==> src/rtl/led_pattern_gen.sv <==
// ---------------------------------------------------------------------------
// led_pattern_gen
//
// Board bring-up LED pattern generator. A power-of-two prescaler produces one
// pattern step every 2^DIV_W enabled clock cycles. Four patterns can be
// selected at run time: binary down-count, binary up-count, a bouncing
// one-hot scanner and a PWM "breathe" effect.
//
// Build option:
//   LEDPAT_BREATHE_EN  When defined, BREATHE mode (mode=3) is implemented with
//                      its PWM counter and brightness level. When undefined,
//                      those registers do not exist and mode=3 behaves exactly
//                      like DOWN, including the state clear on mode entry.
//
// Ports:
//   clk     in   system clock from the global buffer
//   resetn  in   asynchronous active-low reset
//   en      in   run enable; when low, prescaler and pattern state hold
//   mode    in   [1:0] pattern select: 0 DOWN, 1 UP, 2 SCAN, 3 BREATHE
//   led     out  [N_LEDS-1:0] registered LED drive, active-high
//   tick    out  single-cycle pulse in the cycle after the pattern advances
// ---------------------------------------------------------------------------
module led_pattern_gen #(
    parameter int unsigned N_LEDS = 4,
    parameter int unsigned DIV_W  = 22,
    parameter int unsigned PWM_W  = 6
) (
    input  logic              clk,
    input  logic              resetn,
    input  logic              en,
    input  logic [1:0]        mode,
    output logic [N_LEDS-1:0] led,
    output logic              tick
);

    localparam int unsigned      POS_W      = $clog2(N_LEDS);
    localparam logic [POS_W-1:0] POS_LAST   = POS_W'(N_LEDS - 1);
    localparam logic [POS_W-1:0] POS_PENULT = POS_W'(N_LEDS - 2);

    if (N_LEDS < 2 || N_LEDS > 16) begin : g_bad_n_leds
        $error("led_pattern_gen: N_LEDS must be in 2..16");
    end
    if (DIV_W < 1) begin : g_bad_div_w
        $error("led_pattern_gen: DIV_W must be at least 1");
    end
    if (PWM_W < 1) begin : g_bad_pwm_w
        $error("led_pattern_gen: PWM_W must be at least 1");
    end

    typedef enum logic [1:0] {
        MODE_DOWN    = 2'd0,
        MODE_UP      = 2'd1,
        MODE_SCAN    = 2'd2,
        MODE_BREATHE = 2'd3
    } mode_t;

    typedef enum logic {
        DIR_UP   = 1'b0,
        DIR_DOWN = 1'b1
    } dir_t;

    logic [DIV_W-1:0]  div_ctr, div_ctr_nxt;
    logic [N_LEDS-1:0] pat, pat_nxt;
    logic [N_LEDS-1:0] led_nxt;
    logic [POS_W-1:0]  pos, pos_nxt;
    dir_t              dir, dir_nxt;
    mode_t             mode_q;
    logic              mode_chg;
    logic              tick_int;

`ifdef LEDPAT_BREATHE_EN
    localparam logic [PWM_W-1:0] LVL_MAX    = '1;
    localparam logic [PWM_W-1:0] LVL_PENULT = LVL_MAX - 1'b1;

    logic [PWM_W-1:0] pwm_ctr;
    logic [PWM_W-1:0] lvl, lvl_nxt;
`endif

    // A mode change restarts the prescaler and wins over a coincident tick.
    assign mode_chg = (mode != mode_q);
    assign tick_int = en && (&div_ctr) && !mode_chg;

    always_comb begin
        div_ctr_nxt = div_ctr;
        pat_nxt     = pat;
        pos_nxt     = pos;
        dir_nxt     = dir;
`ifdef LEDPAT_BREATHE_EN
        lvl_nxt     = lvl;
`endif
        if (mode_chg) begin
            div_ctr_nxt = '0;
            pat_nxt     = '0;
            pos_nxt     = '0;
            dir_nxt     = DIR_UP;
`ifdef LEDPAT_BREATHE_EN
            lvl_nxt     = '0;
`endif
        end else begin
            if (en) begin
                div_ctr_nxt = div_ctr + 1'b1;
            end
            if (tick_int) begin
                case (mode_q)
                    MODE_UP: begin
                        pat_nxt = pat + 1'b1;
                    end
                    MODE_SCAN: begin
                        // Reversal steps straight to the neighbour so each
                        // end LED stays lit for exactly one tick period.
                        if (dir == DIR_UP) begin
                            if (pos == POS_LAST) begin
                                dir_nxt = DIR_DOWN;
                                pos_nxt = POS_PENULT;
                            end else begin
                                pos_nxt = pos + 1'b1;
                            end
                        end else begin
                            if (pos == '0) begin
                                dir_nxt = DIR_UP;
                                pos_nxt = POS_W'(1);
                            end else begin
                                pos_nxt = pos - 1'b1;
                            end
                        end
                    end
`ifdef LEDPAT_BREATHE_EN
                    MODE_BREATHE: begin
                        if (dir == DIR_UP) begin
                            if (lvl == LVL_MAX) begin
                                dir_nxt = DIR_DOWN;
                                lvl_nxt = LVL_PENULT;
                            end else begin
                                lvl_nxt = lvl + 1'b1;
                            end
                        end else begin
                            if (lvl == '0) begin
                                dir_nxt = DIR_UP;
                                lvl_nxt = PWM_W'(1);
                            end else begin
                                lvl_nxt = lvl - 1'b1;
                            end
                        end
                    end
`endif
                    default: begin
                        pat_nxt = pat - 1'b1;
                    end
                endcase
            end
        end
    end

    always_comb begin
        led_nxt = pat;
        case (mode_q)
            MODE_SCAN: begin
                led_nxt = N_LEDS'(1) << pos;
            end
`ifdef LEDPAT_BREATHE_EN
            MODE_BREATHE: begin
                led_nxt = {N_LEDS{pwm_ctr < lvl}};
            end
`endif
            default: begin
                led_nxt = pat;
            end
        endcase
    end

    always_ff @(posedge clk or negedge resetn) begin
        if (!resetn) begin
            div_ctr <= '0;
            pat     <= '0;
            pos     <= '0;
            dir     <= DIR_UP;
            mode_q  <= MODE_DOWN;
            led     <= '0;
            tick    <= 1'b0;
        end else begin
            div_ctr <= div_ctr_nxt;
            pat     <= pat_nxt;
            pos     <= pos_nxt;
            dir     <= dir_nxt;
            mode_q  <= mode_t'(mode);
            led     <= led_nxt;
            tick    <= tick_int;
        end
    end

`ifdef LEDPAT_BREATHE_EN
    // The PWM keeps running while en is low so a paused breathe stays lit.
    always_ff @(posedge clk or negedge resetn) begin
        if (!resetn) begin
            pwm_ctr <= '0;
            lvl     <= '0;
        end else begin
            pwm_ctr <= pwm_ctr + 1'b1;
            lvl     <= lvl_nxt;
        end
    end
`endif

endmodule
==> config.mk <==
export PLATFORM = sky130hd
export DESIGN_NAME = led_pattern_gen
export DESIGN_NICKNAME = d
export VERILOG_FILES = /design/src/rtl/led_pattern_gen.sv
export SDC_FILE = /design/constraint.sdc
export NUM_CORES = 1
export LEC_CHECK = 0
export ABC_AREA = 1
export CAP_MARGIN = 30
export CORE_MARGIN = 2
export CORE_UTILIZATION = 35
export CTS_BUF_LIST = sky130_fd_sc_hd__clkbuf_8
export CTS_CLUSTER_DIAMETER = 50
export CTS_CLUSTER_SIZE = 16
export DETAILED_ROUTE_END_ITERATION = 7
export GPL_TIMING_DRIVEN = 0
export HOLD_SLACK_MARGIN = 0.05
export PLACE_DENSITY_LB_ADDON = 0.2
export SKIP_LAST_GASP = 1
export SYNTH_ARGS = -nofsm -noshare
export SYNTH_HDL_FRONTEND = slang
export SYNTH_SLANG_ARGS = --single-unit
==> constraint.sdc <==
create_clock -name clk -period 2.05 [get_ports clk]
set_input_delay 0.205 -clock clk [delete_from_list [all_inputs] [get_ports clk]]
set_output_delay 0.205 -clock clk [all_outputs]
set_load 0.02 [all_outputs]
==> flow_summary.html, run 1 <==
<table>
<tr><th>Metric</th><th>Value</th></tr>
<tr><th colspan="2">Timing</th></tr>
<tr><td>Number of setup violations in the final report</td><td>0</td></tr>
<tr><td>Period minus WS final</td><td>approximately 1.6 ns</td></tr>
<tr><td>Layout Skew</td><td>about 0.0089 ns</td></tr>
<tr><td>Fin. Hold Viols</td><td>0</td></tr>
<tr><td>PnR worst setup slack</td><td>approximately 0.47 ns</td></tr>
<tr><td>Total count of max-transition violations in the final report</td><td>0</td></tr>
<tr><td>RSZ-0062 raised after global routing</td><td>false</td></tr>
<tr><td>Period utilisation layout</td><td>just under 80%</td></tr>
<tr><td>Peak Freq</td><td>631 MHz</td></tr>
<tr><td>Rel. slew slack</td><td>46.0%</td></tr>
<tr><td>Worst slew pin tran</td><td>0.809 ns</td></tr>
<tr><th colspan="2">Floorplanning</th></tr>
<tr><td>Horizontal die dimension</td><td>around 79 um</td></tr>
<tr><td>Initial core utilization</td><td>36.0%</td></tr>
<tr><td>Placement Rows</td><td>27</td></tr>
<tr><td>Area of the core region</td><td>approximately 0.0055 mm2</td></tr>
<tr><td>Die boundary height</td><td>79.0 um</td></tr>
<tr><td>Number of primary I/O pins</td><td>10</td></tr>
<tr><td>Die Area</td><td>~0.0062 mm2</td></tr>
<tr><th colspan="2">Clocking</th></tr>
<tr><td>Post-CTS setup buffer count</td><td>0</td></tr>
<tr><td>Post-CTS sizing</td><td>0</td></tr>
<tr><td>TritonCTS clock tree</td><td>done</td></tr>
<tr><td>Clk sink count</td><td>36</td></tr>
<tr><td>Clock Tree Root</td><td>sky130_fd_sc_hd__clkbuf_8</td></tr>
<tr><td>Clock Latency Late Sink</td><td>0.30 ns</td></tr>
<tr><td>Cts bufs inserted</td><td>5</td></tr>
<tr><td>Post-CTS clock slew at the launch and capture registers of the worst setup and hold paths</td><td>approximately 0.07 ns</td></tr>
<tr><td>H-tree depth</td><td>2</td></tr>
<tr><td>Max Buffers Root-to-Sink</td><td>2</td></tr>
<tr><th colspan="2">Hold path</th></tr>
<tr><td>Worst min-delay path category</td><td>input port to register</td></tr>
<tr><th colspan="2">Place</th></tr>
<tr><td>Standard cell area after detailed placement</td><td>0.00214 mm2</td></tr>
<tr><td>Post-Place Setup Slack</td><td>between 0.15 and 0.2 ns</td></tr>
<tr><td>Final Wtd Congestion</td><td>slightly above 0.8</td></tr>
<tr><td>DPL Wire Length</td><td>roughly 2.9 mm</td></tr>
<tr><td>Count of input and output buffers</td><td>9</td></tr>
<tr><th colspan="2">Pwr</th></tr>
<tr><td>Net Switching</td><td>roughly 0.00042 W</td></tr>
<tr><td>Proportion of power drawn by combinational gates</td><td>between 10% and 20%</td></tr>
<tr><td>Power Internal</td><td>about 0.0011 W</td></tr>
<tr><td>Overall power after layout</td><td>about 0.0015 W</td></tr>
<tr><td>Part of the total power dissipated in the clock network</td><td>between 30% and 40%</td></tr>
<tr><td>PwrDens</td><td>659 mW/mm2</td></tr>
<tr><td>Seq pwr share</td><td>between 50 and 60%</td></tr>
<tr><td>Net switching fraction of the power</td><td>28.6%</td></tr>
<tr><td>Peak VDD IR</td><td>roughly 360 uV</td></tr>
<tr><td>Standby leakage power</td><td>approximately 0.99 nW</td></tr>
<tr><th colspan="2">Routing</th></tr>
<tr><td>Detail-routed net length per standard cell</td><td>about 11 um</td></tr>
<tr><td>DRT Wirelength</td><td>between 3 and 4 mm</td></tr>
<tr><td>Number of vias per cell after detailed routing</td><td>between 4 and 5</td></tr>
<tr><td>Pre-antenna DRT Iters</td><td>4</td></tr>
<tr><td>Total number of vias</td><td>roughly 1600</td></tr>
<tr><td>DRC errors left</td><td>0</td></tr>
<tr><td>Number of nets with antenna violations after detailed routing</td><td>0</td></tr>
<tr><td>Initial drt markers</td><td>between 60 and 70</td></tr>
<tr><th colspan="2">Synthesis</th></tr>
<tr><td>Sequential area share after synthesis</td><td>45.8%</td></tr>
<tr><td>Gate count after technology mapping</td><td>266</td></tr>
<tr><td>FF+latch count, synth</td><td>36</td></tr>
<tr><td>Number of library cell types mapped by synthesis</td><td>28</td></tr>
<tr><td>Synthesized area divided by synthesized cell count</td><td>roughly 7.4 um2</td></tr>
<tr><td>Warning count from the yosys run</td><td>0</td></tr>
<tr><td>Cell area after synthesis</td><td>0.00197 mm2</td></tr>
<tr><td>Net Count, Synth</td><td>~280</td></tr>
<tr><th colspan="2">Global route</th></tr>
<tr><td>Number of antenna violations at the first check in global routing</td><td>0</td></tr>
<tr><td>Number of global-route vias before repair</td><td>1517</td></tr>
<tr><td>Overall Global Routing Usage</td><td>roughly 14%</td></tr>
<tr><td>GRT Residual Overflow</td><td>0</td></tr>
<tr><td>Maximum number of pins on one net before global-route repair</td><td>37</td></tr>
<tr><td>First-pass GRT wire length</td><td>between 6 and 7 mm</td></tr>
<tr><th colspan="2">Layout</th></tr>
<tr><td>Synthesis-to-finish area growth</td><td>13.9%</td></tr>
<tr><td>Leading cell type in the layout, fill and taps excluded</td><td>sky130_fd_sc_hd__nand2_1</td></tr>
<tr><td>Most used cells in the layout excluding fill and tap cells</td><td>sky130_fd_sc_hd__nand2_1, sky130_fd_sc_hd__nor2_1, sky130_fd_sc_hd__dfrtp_1</td></tr>
<tr><td>Share of post-route cells with drive strength above 1</td><td>about 8.5%</td></tr>
<tr><td>Post-route design area</td><td>roughly 0.0022 mm2</td></tr>
<tr><td>Nets</td><td>292</td></tr>
<tr><td>Sequential Area</td><td>901 um2</td></tr>
<tr><td>Area of the multi-input gates</td><td>951 um2</td></tr>
<tr><td>Layout fillers</td><td>554</td></tr>
<tr><td>Number of inserted diodes</td><td>0</td></tr>
<tr><th colspan="2">Setup path</th></tr>
<tr><td>Endpoint class of the critical path</td><td>register</td></tr>
<tr><td>WP data required</td><td>2.28 ns</td></tr>
<tr><td>Critical Setup Path Class</td><td>register to register</td></tr>
<tr><td>Sort of element at the start of the critical path</td><td>register</td></tr>
<tr><td>Biggest fanout along the worst timing path</td><td>4</td></tr>
<tr><td>Arrival time of data at the critical path endpoint</td><td>about 1.8 ns</td></tr>
<tr><th colspan="2">Run</th></tr>
<tr><td>Max-capacitance violation count</td><td>0</td></tr>
<tr><th colspan="2">Outcome</th></tr>
<tr><td>Run status</td><td>finished, final reports clean</td></tr>
</table>
worst paths after layout:
kind | slack [ns] | to | from | depth (start not counted)
min in group asynchronous | 0.52 | led[3] | resetn | 2
setup / recovery | 0.47 | pat[3] | mode_q[1] | 10
max in group asynchronous | 1.00 | div_ctr[11] | resetn | 2
hold reg to reg | 0.49 | div_ctr[3] | div_ctr[3] | 1
hold / removal | 0.41 | mode_q[0] | mode[0] | 1
setup reg to reg | 0.47 | pat[3] | mode_q[1] | 10
synth_stat cells:
cell,count,area (um2)
sky130_fd_sc_hd__nand2_1,83,312
sky130_fd_sc_hd__nor2_1,45,169
sky130_fd_sc_hd__dfrtp_1,36,901
sky130_fd_sc_hd__inv_1,26,97.6
sky130_fd_sc_hd__nand3_1,20,100
sky130_fd_sc_hd__a21oi_1,14,70.1
sky130_fd_sc_hd__o21ai_0,6,30.0
sky130_fd_sc_hd__nor3_1,4,20.0
sky130_fd_sc_hd__buf_2,3,15.0
sky130_fd_sc_hd__ha_1,3,37.5
sky130_fd_sc_hd__nor2_4,3,33.8
sky130_fd_sc_hd__xnor2_1,3,26.3
sky130_fd_sc_hd__nand2_2,2,12.5
sky130_fd_sc_hd__nand3_2,2,20.0
sky130_fd_sc_hd__nor2_2,2,12.5
sky130_fd_sc_hd__o21bai_1,2,15.0
sky130_fd_sc_hd__and2_1,1,6.26
sky130_fd_sc_hd__fa_1,1,20.0
sky130_fd_sc_hd__inv_2,1,3.75
sky130_fd_sc_hd__nand2b_1,1,6.26
sky130_fd_sc_hd__nand4_1,1,6.26
sky130_fd_sc_hd__nor2b_1,1,6.26
sky130_fd_sc_hd__nor3_2,1,10.0
sky130_fd_sc_hd__o211a_1,1,10.0
sky130_fd_sc_hd__o21ai_1,1,5.00
sky130_fd_sc_hd__o31ai_1,1,7.51
sky130_fd_sc_hd__or2_2,1,6.26
sky130_fd_sc_hd__xor2_1,1,8.76
metal layers:
layer / part of all wire, % / global-route usage (%)
met5: 0 / 0
met2: 45 / 22.5
met1: 49 / 18.5
met3: 4.4 / 4.77
met4: 1.6 / 4.83
worst max-delay path: stages (launching register included):
cell and delay, ns:
sky130_fd_sc_hd__dfrtp_1 0.40, sky130_fd_sc_hd__inv_1 0.09, sky130_fd_sc_hd__nand2_1 0.11, sky130_fd_sc_hd__ha_1 0.34, sky130_fd_sc_hd__nand2_1 0.10, sky130_fd_sc_hd__nand2_1 0.05
sky130_fd_sc_hd__nor2b_1 0.10, sky130_fd_sc_hd__nand2_1 0.05, sky130_fd_sc_hd__a21oi_1 0.16, sky130_fd_sc_hd__nand2_1 0.07, sky130_fd_sc_hd__nand2_1 0.05
per-stage QoR:
stage	TNS [ns]	hold WS [ns]	utilization, %	std cells
2_1_floorplan	0	-0.0906	-	266
3_3_place_gp	-3.34	0.481	39.3	347
3_5_place_dp	0	0.348	39.2	347
4_1_cts	0	0.410	40.9	356
5_1_grt	0	0.402	40.9	356
6_report	0	0.412	40.9	356
cell type report:
class	instances	share of cell area [%]
plain buffers	3	0.670
clock buffers	5	3.07
clock inverters	3	0.838
inverters	27	4.52
multi-input cells	200	42.4
flip-flops and latches	36	40.2
well taps	72	4.02
repair buffers	10	4.24
sequential cells by signal, summed over array words and instances (netlist names):
signal   cells
div_ctr     22
dir          1
pat          4
mode_q       2
pos          2
tick         1
led          4
cell families after synthesis:
kind of cell	synth area share (%)
and+or+nand+nor	36.6
xor gates and xnor gates	1.78
AOI/OAI and AO/OA	6.99
DFF	45.8
adders and majority gates	2.92
buffers and inverters	5.91
power groups by stage:
stage	Combinational [W]	Clock (W)	Sequential (W)
finish	0.000206	0.000512	0.000760
global route	0.000238	0.000568	0.000765
CTS	0.000210	0.000528	0.000760
detailed placement	0.000208	0	0.000774
global placement	0.000208	0	0.000774
floorplan	0.000121	0	0.000783
timing repair:
item	in CTS	in global routing
hold buffers	1	0
endpoints found under the setup margin	0	0
endpoints found under the hold margin	36	0
Power figures use the tool's default switching activity.
==> run 2, diff against run 1 <==
clock period = 1.45 ns   (was 2.05 ns; I/O delays follow)
==> flow_summary.html, run 2 (synthesized netlist as in run 1, its figures left out) <==
<table>
<tr><th>Metric</th><th>Value</th></tr>
<tr><th colspan="2">Floorplanning</th></tr>
<tr><td>Placement Rows</td><td>27</td></tr>
<tr><td>Initial core utilization</td><td>between 30 and 40%</td></tr>
<tr><td>Die boundary height</td><td>79.0 um</td></tr>
<tr><td>Area of the core region</td><td>0.00547 mm2</td></tr>
<tr><td>Die Area</td><td>0.00624 mm2</td></tr>
<tr><td>Number of primary I/O pins</td><td>10</td></tr>
<tr><td>Horizontal die dimension</td><td>between 70 and 80 um</td></tr>
<tr><th colspan="2">Layout</th></tr>
<tr><td>Largest registers in the final layout</td><td>div_ctr x22, led x4, pat x4</td></tr>
<tr><td>Number of inserted diodes</td><td>0</td></tr>
<tr><td>Final core utilization</td><td>44.0%</td></tr>
<tr><td>Synthesis-to-finish area growth</td><td>22.3%</td></tr>
<tr><td>Nets</td><td>about 300</td></tr>
<tr><td>Reg with most FFs</td><td>div_ctr</td></tr>
<tr><td>Leading cell type in the layout, fill and taps excluded</td><td>sky130_fd_sc_hd__nand2_1</td></tr>
<tr><td>Max reg flops</td><td>22</td></tr>
<tr><td>Most used cells in the layout excluding fill and tap cells</td><td>sky130_fd_sc_hd__nand2_1, sky130_fd_sc_hd__nor2_1, sky130_fd_sc_hd__dfrtp_1</td></tr>
<tr><td>Post-route design area</td><td>0.00241 mm2</td></tr>
<tr><td>Share of post-route cells with drive strength above 1</td><td>approximately a fifth</td></tr>
<tr><th colspan="2">Timing</th></tr>
<tr><td>RSZ-0062 raised after global routing</td><td>true</td></tr>
<tr><td>Period utilisation layout</td><td>101%</td></tr>
<tr><td>Rel. slew slack</td><td>45.6%</td></tr>
<tr><td>Period minus WS final</td><td>around 1.5 ns</td></tr>
<tr><td>Worst slew pin tran</td><td>around 0.82 ns</td></tr>
<tr><td>Number of setup violations in the final report</td><td>1</td></tr>
<tr><td>Peak Freq</td><td>679 MHz</td></tr>
<tr><td>Fin. Hold Viols</td><td>0</td></tr>
<tr><td>Total count of max-transition violations in the final report</td><td>0</td></tr>
<tr><td>PnR worst setup slack</td><td>-0.0217 ns</td></tr>
<tr><td>Layout Skew</td><td>between 0.007 and 0.008 ns</td></tr>
<tr><th colspan="2">Pwr</th></tr>
<tr><td>Standby leakage power</td><td>roughly 1.0 nW</td></tr>
<tr><td>Peak VDD IR</td><td>508 uV</td></tr>
<tr><td>PwrDens</td><td>a little under 900 mW/mm2</td></tr>
<tr><td>Overall power after layout</td><td>0.00214 W</td></tr>
<tr><th colspan="2">Routing</th></tr>
<tr><td>Initial drt markers</td><td>72</td></tr>
<tr><td>Number of nets with antenna violations after detailed routing</td><td>0</td></tr>
<tr><td>Number of vias per cell after detailed routing</td><td>~4.6</td></tr>
<tr><td>DRT Wirelength</td><td>approximately 4.2 mm</td></tr>
<tr><td>DRC errors left</td><td>0</td></tr>
<tr><td>Total number of vias</td><td>around 1700</td></tr>
<tr><td>Detail-routed net length per standard cell</td><td>between 10 and 15 um</td></tr>
<tr><td>Pre-antenna DRT Iters</td><td>4</td></tr>
<tr><th colspan="2">Clocking</th></tr>
<tr><td>Clock Tree Root</td><td>sky130_fd_sc_hd__clkbuf_8</td></tr>
<tr><td>Clk sink count</td><td>36</td></tr>
<tr><td>H-tree depth</td><td>2</td></tr>
<tr><td>Cts bufs inserted</td><td>5</td></tr>
<tr><td>Clock Latency Late Sink</td><td>approximately 0.29 ns</td></tr>
<tr><td>TritonCTS clock tree</td><td>done</td></tr>
<tr><td>Max Buffers Root-to-Sink</td><td>2</td></tr>
<tr><td>Post-CTS clock slew at the launch and capture registers of the worst setup and hold paths</td><td>approximately 0.07 ns</td></tr>
<tr><th colspan="2">Place</th></tr>
<tr><td>Final Wtd Congestion</td><td>just over 0.8</td></tr>
<tr><td>Standard cell area after detailed placement</td><td>around 0.0021 mm2</td></tr>
<tr><td>Post-Place Setup Slack</td><td>-0.346 ns</td></tr>
<tr><td>DPL Wire Length</td><td>about 2.9 mm</td></tr>
<tr><td>Count of input and output buffers</td><td>9</td></tr>
<tr><th colspan="2">Setup path</th></tr>
<tr><td>Max incr delay on CP</td><td>~0.42 ns</td></tr>
<tr><td>Launching instance or port of the critical path</td><td>mode_q[1]</td></tr>
<tr><td>Critical Path Slowest Stage Cell</td><td>sky130_fd_sc_hd__dfrtp_1</td></tr>
<tr><td>Worst r2r path cells</td><td>10</td></tr>
<tr><td>Critical Path Most Common Cell</td><td>sky130_fd_sc_hd__nand2_1</td></tr>
<tr><td>Crit path capture</td><td>pat[3]</td></tr>
<tr><td>Critical path buffer and inverter count</td><td>1</td></tr>
<tr><td>Top cell family by delay on the critical path</td><td>simple AND/OR/NAND/NOR gates</td></tr>
<tr><td>Biggest fanout along the worst timing path</td><td>4</td></tr>
<tr><td>Critical Setup Path Class</td><td>register to register</td></tr>
<tr><td>Flop-to-flop setup slack</td><td>-0.02 ns</td></tr>
<tr><td>Capture point of the worst reg-to-reg path</td><td>pat[3]</td></tr>
<tr><td>Launch instance of the worst register-to-register path</td><td>mode_q[1]</td></tr>
<tr><td>Sort of element at the start of the critical path</td><td>register</td></tr>
<tr><td>Depth of the critical timing path with buffers and inverters included</td><td>10</td></tr>
<tr><td>Cells along the critical path</td><td>inv_2 &gt; nand2_4 &gt; ha_4 &gt; nand2_1 &gt; nand2_2 &gt; nor2b_4 &gt; nand2_1 &gt; a21oi_2 &gt; nand2_1 &gt; nand2_1</td></tr>
<tr><td>Arrival time of data at the critical path endpoint</td><td>1.70 ns</td></tr>
<tr><td>WP data required</td><td>approximately 1.7 ns</td></tr>
<tr><td>Endpoint class of the critical path</td><td>register</td></tr>
<tr><th colspan="2">Outcome</th></tr>
<tr><td>Failing checks</td><td>setup timing</td></tr>
<tr><td>Run status</td><td>finished with violations</td></tr>
<tr><th colspan="2">Hold path</th></tr>
<tr><td>Worst min-delay path category</td><td>input port to register</td></tr>
<tr><th colspan="2">Global route</th></tr>
<tr><td>Maximum number of pins on one net before global-route repair</td><td>37</td></tr>
<tr><td>GRT Residual Overflow</td><td>0</td></tr>
<tr><td>Number of global-route vias before repair</td><td>roughly 1500</td></tr>
<tr><td>Number of antenna violations at the first check in global routing</td><td>0</td></tr>
<tr><td>Overall Global Routing Usage</td><td>between 10% and 20%</td></tr>
<tr><td>First-pass GRT wire length</td><td>7.08 mm</td></tr>
<tr><th colspan="2">Run</th></tr>
<tr><td>Max-capacitance violation count</td><td>0</td></tr>
</table>
-- run 2: cell count changes in the layout (fill, tap and decap cells not counted), sizes merged --
| cell | delta |
|---|---|
| buf | +3 |
| clkdlybuf4s50 | -1 |
| dlygate4sd2 | +1 |
-- run 2: where the power goes --
group          internal (W)  total (W)  switching (W)  leakage, nW
combinational      0.000141   0.000342       0.000202        0.502
sequential          0.00104    0.00108      0.0000354        0.491
clock              0.000335   0.000719       0.000384       0.0479
total               0.00152    0.00214       0.000621         1.04
-- run 2: how the worst min path moves through the flow --
stage | from | cells after the start | endpoint
4_1_cts | mode[0] | 1 | mode_q[0]
5_1_grt | mode[1] | 1 | mode_q[1]
2_1_floorplan | resetn | 0 | dir
3_5_place_dp | resetn | 1 | led[2]
3_3_place_gp | div_ctr[3] | 1 | div_ctr[3]
6_report | mode[1] | 1 | mode_q[1]
-- run 2: layout make-up --
| type | count | area (um2) |
|---|---|---|
| fill | 552 | 3070 |
| clock inverter | 3 | 18.8 |
| buffer | 3 | 23.8 |
| clock buffer | 5 | 68.8 |
| tap | 72 | 90.1 |
| multi-input combinational | 200 | 1080 |
| inverter | 27 | 104 |
| timing repair buffer | 13 | 116 |
| sequential | 36 | 902 |
-- run 2: what timing repair did --
action | 4_1_cts | 5_1_grt
endpoints found under the hold margin | 36 | 0
gates resized for setup | 9 | 33
gates cloned | 0 | 0
buffers inserted | 1 | 2
pin swaps | 2 | 3
endpoints found under the setup margin | 11 | 22
hold buffers | 1 | 0
-- run 2: through the flow --
step / hold WS, ns / instances / setup TNS (ns)
after floorplan: -0.151 / 266 / 0
after global placement: 0.481 / 347 / -28.75
after detailed placement: 0.288 / 347 / -6.02
after CTS: 0.350 / 357 / -0.0590
after global routing: 0.342 / 359 / -1.41
final: 0.355 / 359 / -0.0217
-- run 2: routing by layer --
layer	vias to the layer above	part of all wire, %	GRT usage [%]
met4	0	1.1	4.83
li1	878	-	-
met1	751	47	18.6
met5	-	0	0
met2	29	47	23.6
met3	4	4.4	4.77
-- run 2: worst reg2reg max path, delay by kind of cell (launching register included) --
family | cells | cell delay [ns]
adders and majority gates | 1 | 0.23
DFF | 1 | 0.42
and+or+nand+nor | 7 | 0.51
AOI/OAI and AO/OA | 1 | 0.15
buffers and inverters | 1 | 0.09
